$ cat config.mk
export PLATFORM = sky130hd
export DESIGN_NAME = sprite_layer
export DESIGN_NICKNAME = d
export VERILOG_FILES = /design/src/rtl/sprite_layer.sv
export SDC_FILE = /design/constraint.sdc
export NUM_CORES = 1
export LEC_CHECK = 0
export CAP_MARGIN = 0
export CORE_UTILIZATION = 35
export DETAILED_ROUTE_END_ITERATION = 8
export SYNTH_ARGS = -nofsm -noshare
export SYNTH_HDL_FRONTEND = slang
export SYNTH_SLANG_ARGS = --single-unit
$ cat constraint.sdc
create_clock -name vga_clk -period 6.4 [get_ports vga_clk]
set_input_delay 1.28 -clock vga_clk [delete_from_list [all_inputs] [get_ports vga_clk]]
set_output_delay 1.28 -clock vga_clk [all_outputs]
set_load 0.01 [all_outputs]
$ cat src/rtl/sprite_layer.sv
// rtl/sprite_layer.sv - animated, scalable, flippable sprite overlay composited over a background pixel stream
// Three-stage pipeline: address generation, ROM access, palette/background mux.
module sprite_layer #(
  parameter int SPR_W      = 64,
  parameter int SPR_H      = 64,
  parameter int FRAMES     = 4,
  parameter int SCALE_LOG2 = 0,
  parameter int FRAME_DIV  = 8,
  parameter int IDX_W      = 4,
  parameter int TRANSP_IDX = 0,
  parameter int ADDR_W     = $clog2(FRAMES * SPR_W * SPR_H)
) (
  input  logic              vga_clk,
  input  logic              Reset,
  input  logic [9:0]        DrawX,
  input  logic [9:0]        DrawY,
  input  logic              blank,
  input  logic              frame_start,
  input  logic [9:0]        pos_x,
  input  logic [9:0]        pos_y,
  input  logic              flip_h,
  input  logic              anim_en,
  input  logic              anim_restart,
  output logic [ADDR_W-1:0] rom_addr,
  input  logic [IDX_W-1:0]  rom_q,
  output logic [IDX_W-1:0]  pal_idx,
  input  logic [3:0]        pal_red,
  input  logic [3:0]        pal_green,
  input  logic [3:0]        pal_blue,
  input  logic [3:0]        bg_red,
  input  logic [3:0]        bg_green,
  input  logic [3:0]        bg_blue,
  output logic [3:0]        red,
  output logic [3:0]        green,
  output logic [3:0]        blue,
  output logic              sprite_hit
);

  localparam int FW  = (FRAMES > 1) ? $clog2(FRAMES) : 1;
  localparam int LXW = (SPR_W > 1) ? $clog2(SPR_W) : 1;
  localparam int LYW = (SPR_H > 1) ? $clog2(SPR_H) : 1;
  localparam logic [10:0]    W_LIM    = 11'(SPR_W << SCALE_LOG2);
  localparam logic [10:0]    H_LIM    = 11'(SPR_H << SCALE_LOG2);
  localparam logic [7:0]     DIV_LAST = 8'(FRAME_DIV - 1);
  localparam logic [FW-1:0]  FR_LAST  = FW'(FRAMES - 1);
  localparam logic [IDX_W-1:0] TRANSP = IDX_W'(TRANSP_IDX);

  // Shadow position/flip and animation state, touched only at frame boundaries
  logic [9:0]        r_pos_x_s;
  logic [9:0]        r_pos_y_s;
  logic              r_flip_s;
  logic [7:0]        r_div;
  logic [FW-1:0]     r_anim_frame;
  logic [FW-1:0]     w_frame_next;

  // Pipeline registers
  logic [ADDR_W-1:0] r_rom_addr;
  logic              r_hit1;
  logic              r_blank1;
  logic [11:0]       r_bg1;
  logic              r_hit2;
  logic              r_blank2;
  logic [11:0]       r_bg2;
  logic [3:0]        r_red;
  logic [3:0]        r_green;
  logic [3:0]        r_blue;
  logic              r_sprite_hit;

  // Stage-1 combinational address generation
  logic [10:0]       w_dx;
  logic [10:0]       w_dy;
  logic              w_hit;
  logic [LXW-1:0]    w_lx_raw;
  logic [LXW-1:0]    w_lx;
  logic [LYW-1:0]    w_ly;
  logic [ADDR_W-1:0] w_addr;

  // Stage-3 combinational compositing
  logic [11:0]       w_rgb;
  logic              w_shit;

  assign w_frame_next = (r_anim_frame == FR_LAST) ? '0 : r_anim_frame + 1'b1;

  always_ff @(posedge vga_clk) begin
    if (Reset) begin
      r_pos_x_s    <= '0;
      r_pos_y_s    <= '0;
      r_flip_s     <= 1'b0;
      r_div        <= '0;
      r_anim_frame <= '0;
    end else if (frame_start) begin
      r_pos_x_s <= pos_x;
      r_pos_y_s <= pos_y;
      r_flip_s  <= flip_h;
      if (anim_restart) begin
        r_div        <= '0;
        r_anim_frame <= '0;
      end else if (anim_en) begin
        if (r_div == DIV_LAST) begin
          r_div        <= '0;
          r_anim_frame <= w_frame_next;
        end else begin
          r_div <= r_div + 8'd1;
        end
      end
    end
  end

  // 11-bit subtraction keeps the borrow out of the range test; the >= guards reject left/top wrap
  assign w_dx     = {1'b0, DrawX} - {1'b0, r_pos_x_s};
  assign w_dy     = {1'b0, DrawY} - {1'b0, r_pos_y_s};
  assign w_hit    = (DrawX >= r_pos_x_s) && (w_dx < W_LIM) &&
                    (DrawY >= r_pos_y_s) && (w_dy < H_LIM);
  assign w_lx_raw = LXW'(w_dx >> SCALE_LOG2);
  assign w_ly     = LYW'(w_dy >> SCALE_LOG2);
  assign w_lx     = r_flip_s ? (LXW'(SPR_W - 1) - w_lx_raw) : w_lx_raw;
  assign w_addr   = ADDR_W'(r_anim_frame) * ADDR_W'(SPR_W * SPR_H) +
                    ADDR_W'(w_ly) * ADDR_W'(SPR_W) + ADDR_W'(w_lx);

  always_comb begin
    w_rgb  = 12'h000;
    w_shit = 1'b0;
    if (r_blank2) begin
      if (r_hit2 && (rom_q != TRANSP)) begin
        w_rgb  = {pal_red, pal_green, pal_blue};
        w_shit = 1'b1;
      end else begin
        w_rgb = r_bg2;
      end
    end
  end

  always_ff @(posedge vga_clk) begin
    if (Reset) begin
      r_rom_addr   <= '0;
      r_hit1       <= 1'b0;
      r_blank1     <= 1'b0;
      r_bg1        <= '0;
      r_hit2       <= 1'b0;
      r_blank2     <= 1'b0;
      r_bg2        <= '0;
      r_red        <= '0;
      r_green      <= '0;
      r_blue       <= '0;
      r_sprite_hit <= 1'b0;
    end else begin
      r_rom_addr   <= w_hit ? w_addr : '0;
      r_hit1       <= w_hit;
      r_blank1     <= blank;
      r_bg1        <= {bg_red, bg_green, bg_blue};
      r_hit2       <= r_hit1;
      r_blank2     <= r_blank1;
      r_bg2        <= r_bg1;
      r_red        <= w_rgb[11:8];
      r_green      <= w_rgb[7:4];
      r_blue       <= w_rgb[3:0];
      r_sprite_hit <= w_shit;
    end
  end

  assign rom_addr   = r_rom_addr;
  assign pal_idx    = rom_q;
  assign red        = r_red;
  assign green      = r_green;
  assign blue       = r_blue;
  assign sprite_hit = r_sprite_hit;

endmodule

==> results of run 1 <==
layout by cell type (no fill, tap or decap), types with 4 or more instances in the layout:
cell / count
xor2_1: 9
nor2_1: 40
dfxtp_1: 86
o21a_1: 4
clkdlybuf4s50_1: 104
inv_1: 26
mux2i_1: 23
nor2b_1: 30
nand2_1: 33
nor4_2: 7
o21ai_0: 9
ha_1: 22
nor4_1: 4
nand3_1: 7
xnor2_1: 11
a21oi_1: 28
clkbuf_8: 9
logic make-up (layout without fill, tap and decap cells):
logic type      after synthesis  in the layout  share of synthesized area (%)
simple gates                142            142                           19.8
flops                        86             86                           44.2
compound gates               70             70                           11.8
buf+inv                      50            149                           5.46
fa+ha+maj                    24             24                           8.09
mux                          24             24                           6.16
xor+xnor                     20             20                           4.49
through the flow:
step | hold slack [ns] | setup slack, ns | util (%)
floorplan | 0.414 | 2.83 | -
global placement | 0.417 | 2.19 | 46.4
detailed placement | 0.420 | 2.16 | 46.4
CTS | 0.444 | 2.53 | 48.3
global route | 0.460 | 2.33 | 48.3
finish | 0.441 | 2.51 | 48.3
state kept, by name (all words and copies together), names as in the netlist, 4 cells and up:
name	flops
blue	4
green	4
r_bg1	12
r_bg2	12
r_div	8
r_pos_x_s	10
r_pos_y_s	10
red	4
rom_addr	14
routing by layer:
| metal | routed length (µm) | vias up | share of wire [%] | global-route usage, % |
|---|---|---|---|---|
| met4 | 96 | 0 | 1.2 | 4.99 |
| met2 | 3660 | 120 | 44 | 24.7 |
| met5 | 0 | - | 0 | 0 |
| li1 | - | 1616 | - | - |
| met3 | 572 | 8 | 6.9 | 3.81 |
| met1 | 3910 | 1418 | 47 | 18.4 |
worst min path at each step:
stage,depth (start not counted),endpoint,slack [ns]
after floorplan,1,r_bg2[0],0.41
after global placement,1,r_bg2[4],0.42
after detailed placement,1,r_bg2[4],0.42
after CTS,2,green[2],0.44
after global routing,1,r_bg2[8],0.46
final,1,r_bg2[7],0.44
power by group:
group | switching, W | total [W] | internal (W)
Combinational | 0.000102 | 0.000209 | 0.000107
Clock | 0.000210 | 0.000396 | 0.000186
Sequential | 0.00000776 | 0.000560 | 0.000552
area by class of cell:
type                            instances  area, µm²  area share, %
Tap cell                              140        175           3.35
Clock inverter                          7       81.3           1.55
Sequential cell                        86       1720           32.9
Clock buffer                            9        124           2.37
Timing Repair Buffer                  107       1060           20.3
Multi-Input combinational cell        280       1980           37.7
Inverter                               26       97.6           1.86
==> results.toml, run 1 <==
[setup_path]
setup.worst_path.class = "primary input to flip-flop"
path_common_cell = "inv_1"
path_buf_inv = 3
path_delay_family = "compound AO/OA/AOI/OAI gates"
critPathLaunchType = "primary input"
rrSetupSlack_ns = 3.55
crit_slowest_cell = "a211o_1"
worstSetupEndpoint = "rom_addr[10]"
worst_ep_arrival_time_ns = 4.15
rr_worst_depth = 9
rr_startpoint = "r_pos_x_s[0]"
slowest_delay_ns = 0.50
critPathRequiredTime_ns = 6.66
path_cells = "clkdlybuf4s50_1 -> inv_1 -> ha_1 -> inv_1 -> fa_1 -> a21o_1 -> a21oi_2 -> o221ai_2 -> a2111o_1 -> a211o_1 -> nor4b_1"
cp-end-kind = "flip-flop"
crit_fanout = 15
crit_cells = 11
timing.rr.end = "rom_addr[10]"
worstSetupStartpoint = "DrawX[0]"

[clock_network]
clock_path_buffers = 2
cts_tree = "yes"
cts.sink_count = 86
numCtsBuffers = 9
path_clk_slew_ns = 0.09
worst_skew_pair.late_latency_ns = 0.35
htreeDepth = 3
postCtsSetupBuffers = 0
cts_hold_buf = 0
cts.repair.resized = 0
cts-root-buf = "clkbuf_8"

[synthesis]
synth_area_leader_cell = "dfxtp_1"
ys_seq_area_share_pct = 44.2
yosys_register_bits = 86
syn_avg_cell_area_um2 = 9.37
yosysTopAreaCellShare_pct = 44.2
synthTopCellsByCount = "dfxtp_1 (86), nor2_1 (40), nand2_1 (33)"
synth_area_mm2 = 0.00390
ys_types = 53
synth-edff-count = 0
synth_flop_cell = "dfxtp_1"
synth_warnings = 0
synth_nets = 515
synthTopCellsByArea = "dfxtp_1 (44%), ha_1 (7.1%), mux2i_1 (6.2%)"
yosysMostFrequentCell = "dfxtp_1"
syn_inst = 416
ys_async_sr_fraction_pct = 0

[die]
dieHeight_um = 108
die_x_um = 108
die-area_mm2 = 0.0116
core-area_mm2 = 0.0108
pin_count = 106
initial_utilization_pct = 36.0
row_count = 38

[detailed_routing]
routed_wl_um = 8240
avgRoutedWirePerCell_um = 12.6
dr.pass1.iters = 4
via_per_inst = 4.83
drtIter0Drc = 101
dr_total_vias = 3162
ant_nets = 0
drc = 0

[power_and_ir_drop]
peakVddDrop_mv = 0.0815
power.leakage_nw = 1.97
power_density_mw_per_mm2 = 222
power_w = 0.00116

[grt]
grt_usage_pct = 14.8
grt_pass1_vias = 2921
grt_antenna_before_repair = 0
grt_overflow = 0
grt_pass1_wl_um = 13400
grt_max_degree = 55

[sta]
hold_violations = 0
fin_crit_sh_pct = 60.8
clock.fmax_ghz = 0.257
rsz0062_at_grt = "no"
min_period_ns = 3.89
fin_skew_ns = 0.0120
tightest_slew_ns = 1.09
relSlewSlack_pct = 26.7
finalSetupTns_ns = 0
slew_viol_final = 0
setup_viol = 0

[placed_design]
dp.cells = 639
place_congestion = 0.896
port-buffer-count = 105
hpwl_um = 6240
dpl_cell_area_mm2 = 0.00503

[run]
cap_violations = 0

[hold_path]
hold_path.startpoint = "r_bg1[7]"
min_path_type = "flip-flop to flip-flop"

[layout]
final-instance-count-excl-fill = 655
drive_gt1_share_pct = 7.18
diodes = 0
syn2layout_area_growth_pct = 34.3
nets = 609
design_area_mm2 = 0.00524
nFillCells = 1052

[outcome]
status = "complete, no violations"
Power figures use the tool's default switching activity.
==> run 2, diff against run 1 <==
- clock period: 6.4 -> 3.9 ns (I/O delays scaled with it)
==> results.toml, run 2 (synthesized netlist as in run 1, its figures left out) <==
[setup_path]
setup.worst_path.class = "primary input to flip-flop"
critPathRequiredTime_ns = 4.14
worstSetupEndpoint = "rom_addr[1]"
rrSetupSlack_ns = 1.02
critPathLaunchType = "primary input"
worst_ep_arrival_time_ns = 3.67
cp-end-kind = "flip-flop"
timing.rr.end = "rom_addr[1]"
crit_fanout = 15
rr_worst_depth = 9
worstSetupStartpoint = "DrawX[0]"
rr_startpoint = "r_pos_x_s[0]"

[layout]
final_common_cell = "clkdlybuf4s50_1"
drive_gt1_share_pct = 7.54
nets = 611
final_cell_mix = "clkdlybuf4s50_1 (104), dfxtp_1 (86), nor2_1 (40)"
final-instance-count-excl-fill = 657
diodes = 0
final_util_pct = 48.4
design_area_mm2 = 0.00525
syn2layout_area_growth_pct = 34.7
largest_reg_flops = 14

[sta]
fin_crit_sh_pct = 87.8
rsz0062_at_grt = "no"
fin_skew_ns = 0.0107
setup_viol = 0
min_period_ns = 3.43
tightest_slew_ns = 0.620
clock.fmax_ghz = 0.292
slew_viol_final = 0
relSlewSlack_pct = 58.7
hold_violations = 0
finalSetupTns_ns = 0

[detailed_routing]
via_per_inst = 4.77
dr_total_vias = 3131
ant_nets = 0
drtIter0Drc = 86
dr.pass1.iters = 4
routed_wl_um = 8150
avgRoutedWirePerCell_um = 12.4
drc = 0

[die]
die-area_mm2 = 0.0116
core-area_mm2 = 0.0108
dieHeight_um = 108
row_count = 38
die_x_um = 108
initial_utilization_pct = 36.0
pin_count = 106

[grt]
grt_pass1_wl_um = 13500
grt_pass1_vias = 2860
grt_antenna_before_repair = 0
grt_overflow = 0
grt_usage_pct = 14.9
grt_max_degree = 29

[power_and_ir_drop]
power_density_mw_per_mm2 = 363
power.leakage_nw = 1.99
peakVddDrop_mv = 0.147
power_w = 0.00190

[clock_network]
clock_path_buffers = 2
cts-root-buf = "clkbuf_8"
path_clk_slew_ns = 0.09
postCtsSetupBuffers = 0
cts_tree = "yes"
cts_hold_buf = 0
cts.sink_count = 86
cts.repair.resized = 0
worst_skew_pair.late_latency_ns = 0.35
numCtsBuffers = 9
htreeDepth = 3

[placed_design]
dp.cells = 641
dpl_cell_area_mm2 = 0.00505
place_congestion = 0.826
port-buffer-count = 105
hpwl_um = 6250

[run]
cap_violations = 0

[hold_path]
min_path_type = "flip-flop to flip-flop"

[outcome]
status = "complete, no violations"
[run 2: worst min-delay path by stage]
stage / from / endpoint / slack (ns) / depth (start not counted)
final: r_bg1[1] / r_bg2[1] / 0.44 / 1
after global routing: r_bg1[1] / r_bg2[1] / 0.46 / 1
after global placement: r_bg1[0] / r_bg2[0] / 0.42 / 1
after detailed placement: r_bg1[5] / r_bg2[5] / 0.42 / 1
after floorplan: r_bg1[0] / r_bg2[0] / 0.41 / 1
after CTS: r_bg1[1] / r_bg2[1] / 0.44 / 1
[run 2: cell type report]
type / instances / area, µm²
inverters: 26 / 97.6
flip-flops and latches: 86 / 1720
fillers: 1083 / 5590
clock inverters: 7 / 81.3
multi-input cells: 280 / 1980
repair buffers: 109 / 1080
clock buffers: 9 / 124
well taps: 140 / 175
[run 2: through the flow]
step,setup slack [ns],hold slack [ns]
floorplan,0.834,0.414
CTS,0.492,0.436
detailed placement,0.137,0.422
finish,0.474,0.438
global placement,0.182,0.417
global route,0.319,0.457
[run 2: worst max-delay path: stages]
cell	delay [ns]
clkdlybuf4s50_1	0.40
inv_1	0.06
ha_1	0.15
inv_1	0.05
fa_1	0.39
a21o_1	0.19
a21oi_2	0.24
o221ai_2	0.14
a2111o_1	0.43
a211o_1	0.50
nor4_1	0.35
[run 2: power by group]
part	leakage, nW	total [W]	switching, W	internal (W)
logic	1.18	0.000344	0.000166	0.000177
registers	0.703	0.000918	0.0000128	0.000905
clock network	0.106	0.000642	0.000336	0.000306
total	1.99	0.00190	0.000515	0.00139
[run 2: metal layers]
| metal | wire length, µm | up-vias | GRT usage, % |
|---|---|---|---|
| met5 | 0 | - | 0 |
| met4 | 55 | 0 | 4.11 |
| met3 | 494 | 7 | 3.57 |
| met2 | 3560 | 106 | 23.9 |
| met1 | 4040 | 1395 | 19.9 |
| li1 | - | 1623 | - |
==> run 3, diff against run 2 <==
- CORE_MARGIN: unset -> 2
- CORE_UTILIZATION: 35 -> 30
==> results.toml, run 3 (synthesized netlist as in run 1, its figures left out) <==
[layout]
final_common_cell = "clkdlybuf4s50_1"
final_cell_mix = "clkdlybuf4s50_1 (104), dfxtp_1 (86), nor2_1 (40)"
diodes = 0
syn2layout_area_growth_pct = 39.5
nets = 611
largest_reg_flops = 14
nFillCells = 1256
drive_gt1_share_pct = 7.54
ff_latch_area_mm2 = 0.00172
multi_input_area_mm2 = 0.00198

[placed_design]
pre_cts_slack_ns = 0.103
hpwl_um = 6550
place_congestion = 0.854
port-buffer-count = 105

[sta]
fin_skew_ns = 0.00594
fin_ws_ns = 0.467
clock.fmax_ghz = 0.291
setup_viol = 0
slew_viol_final = 0
fin_crit_sh_pct = 88.0
finalSetupTns_ns = 0
tightest_slew_ns = 0.655
min_period_ns = 3.43
hold-worst-slack_ns = 0.432
hold_violations = 0
rsz0062_at_grt = "no"
relSlewSlack_pct = 56.3

[setup_path]
slowest_delay_ns = 0.51
critPathLaunchType = "primary input"
path_common_cell = "inv_1"
crit_fanout = 15
cp-end-kind = "flip-flop"
setup.worst_path.class = "primary input to flip-flop"
worst_ep_arrival_time_ns = 3.68
critPathRequiredTime_ns = 4.14
crit_slowest_cell = "a211o_1"
path_cells = "clkdlybuf4s50_1 -> inv_1 -> ha_1 -> inv_1 -> fa_1 -> a21o_1 -> a21oi_2 -> o221ai_2 -> a2111o_1 -> a211o_1 -> nor4_1"

[clock_network]
path_clk_slew_ns = 0.07
postCtsSetupBuffers = 0
numCtsBuffers = 9
worst_skew_pair.late_latency_ns = 0.34
clock_path_buffers = 2
htreeDepth = 3
cts_tree = "yes"
cts.repair.resized = 0
cts.sink_count = 86
cts_hold_buf = 0
cts-root-buf = "clkbuf_16"

[detailed_routing]
via_per_inst = 4.60
drc = 0
dr_total_vias = 3169
avgRoutedWirePerCell_um = 12.6
drtIter0Drc = 153
routed_wl_um = 8660
ant_nets = 0
dr.pass1.iters = 6

[outcome]
status = "complete, no violations"

[power_and_ir_drop]
p_int_w = 0.00172
p_switching_w = 0.000555
power_density_mw_per_mm2 = 418
switching_share_pct = 24.4
peakVddDrop_mv = 0.246
power_w = 0.00228
seqPwrFrac_pct = 40.4
p_clk_share_pct = 44.5
power.leakage_nw = 2.05
comb_power_share_pct = 15.1

[die]
initial_utilization_pct = 30.8
pin_count = 106
die_x_um = 118
row_count = 41
dieHeight_um = 118
die-area_mm2 = 0.0139
core-area_mm2 = 0.0127

[grt]
grt_antenna_before_repair = 0
grt_pass1_wl_um = 14100
grt_overflow = 0
grt_max_degree = 35
grt_pass1_vias = 2908
grt_usage_pct = 12.7

[hold_path]
min_path_type = "flip-flop to flip-flop"

[run]
cap_violations = 0
run 3: stage by stage:
stage	util [%]	instances	cell area (µm²)
CTS	42.9	689	5440
detailed placement	40.1	673	5090
global placement	40.1	673	5090
global route	42.9	689	5440
floorplan	-	416	3900
finish	42.9	689	5440
run 3: layer usage:
metal | vias to the layer above | routed length (µm) | global-route usage [%]
met1 | 1431 | 4050 | 16.0
met2 | 105 | 3970 | 20.2
met5 | - | 0 | 0
li1 | 1624 | - | -
met4 | 0 | 124 | 4.52
met3 | 9 | 512 | 4.46
run 3: power groups by stage:
stage	Clock (W)	Sequential [W]	Combinational (W)
after global placement	0	0.000939	0.000341
after global routing	0.00107	0.000922	0.000381
after floorplan	0	0.000935	0.000220
after detailed placement	0	0.000939	0.000345
final	0.00101	0.000919	0.000344
after CTS	0.00104	0.000919	0.000347
run 3: final cells by class:
cell class	count	area share, %
multi-input combinational	280	36.3
sequential	86	31.6
timing repair buffer	109	19.8
clock buffer	9	4.14
tap	172	3.96
clock inverter	7	2.37
inverter	26	1.79
run 3: critical path: cells and delay by family:
family                     cells  cell delay [ns]
AOI/OAI and AO/OA              5             1.48
and+or+nand+nor                1             0.35
buffers and inverters          3             0.50
adders and majority gates      2             0.56
run 3: path summary, 6_finish.rpt:
check | startpoint | endpoint | slack [ns] | cells after the start
worst max register to register | r_pos_x_s[0] | rom_addr[2] | 1.02 | 9
worst min-delay path | r_bg1[5] | r_bg2[5] | 0.43 | 1
worst max-delay path | DrawX[0] | rom_addr[2] | 0.47 | 11
worst min register to register | r_bg1[5] | r_bg2[5] | 0.43 | 1
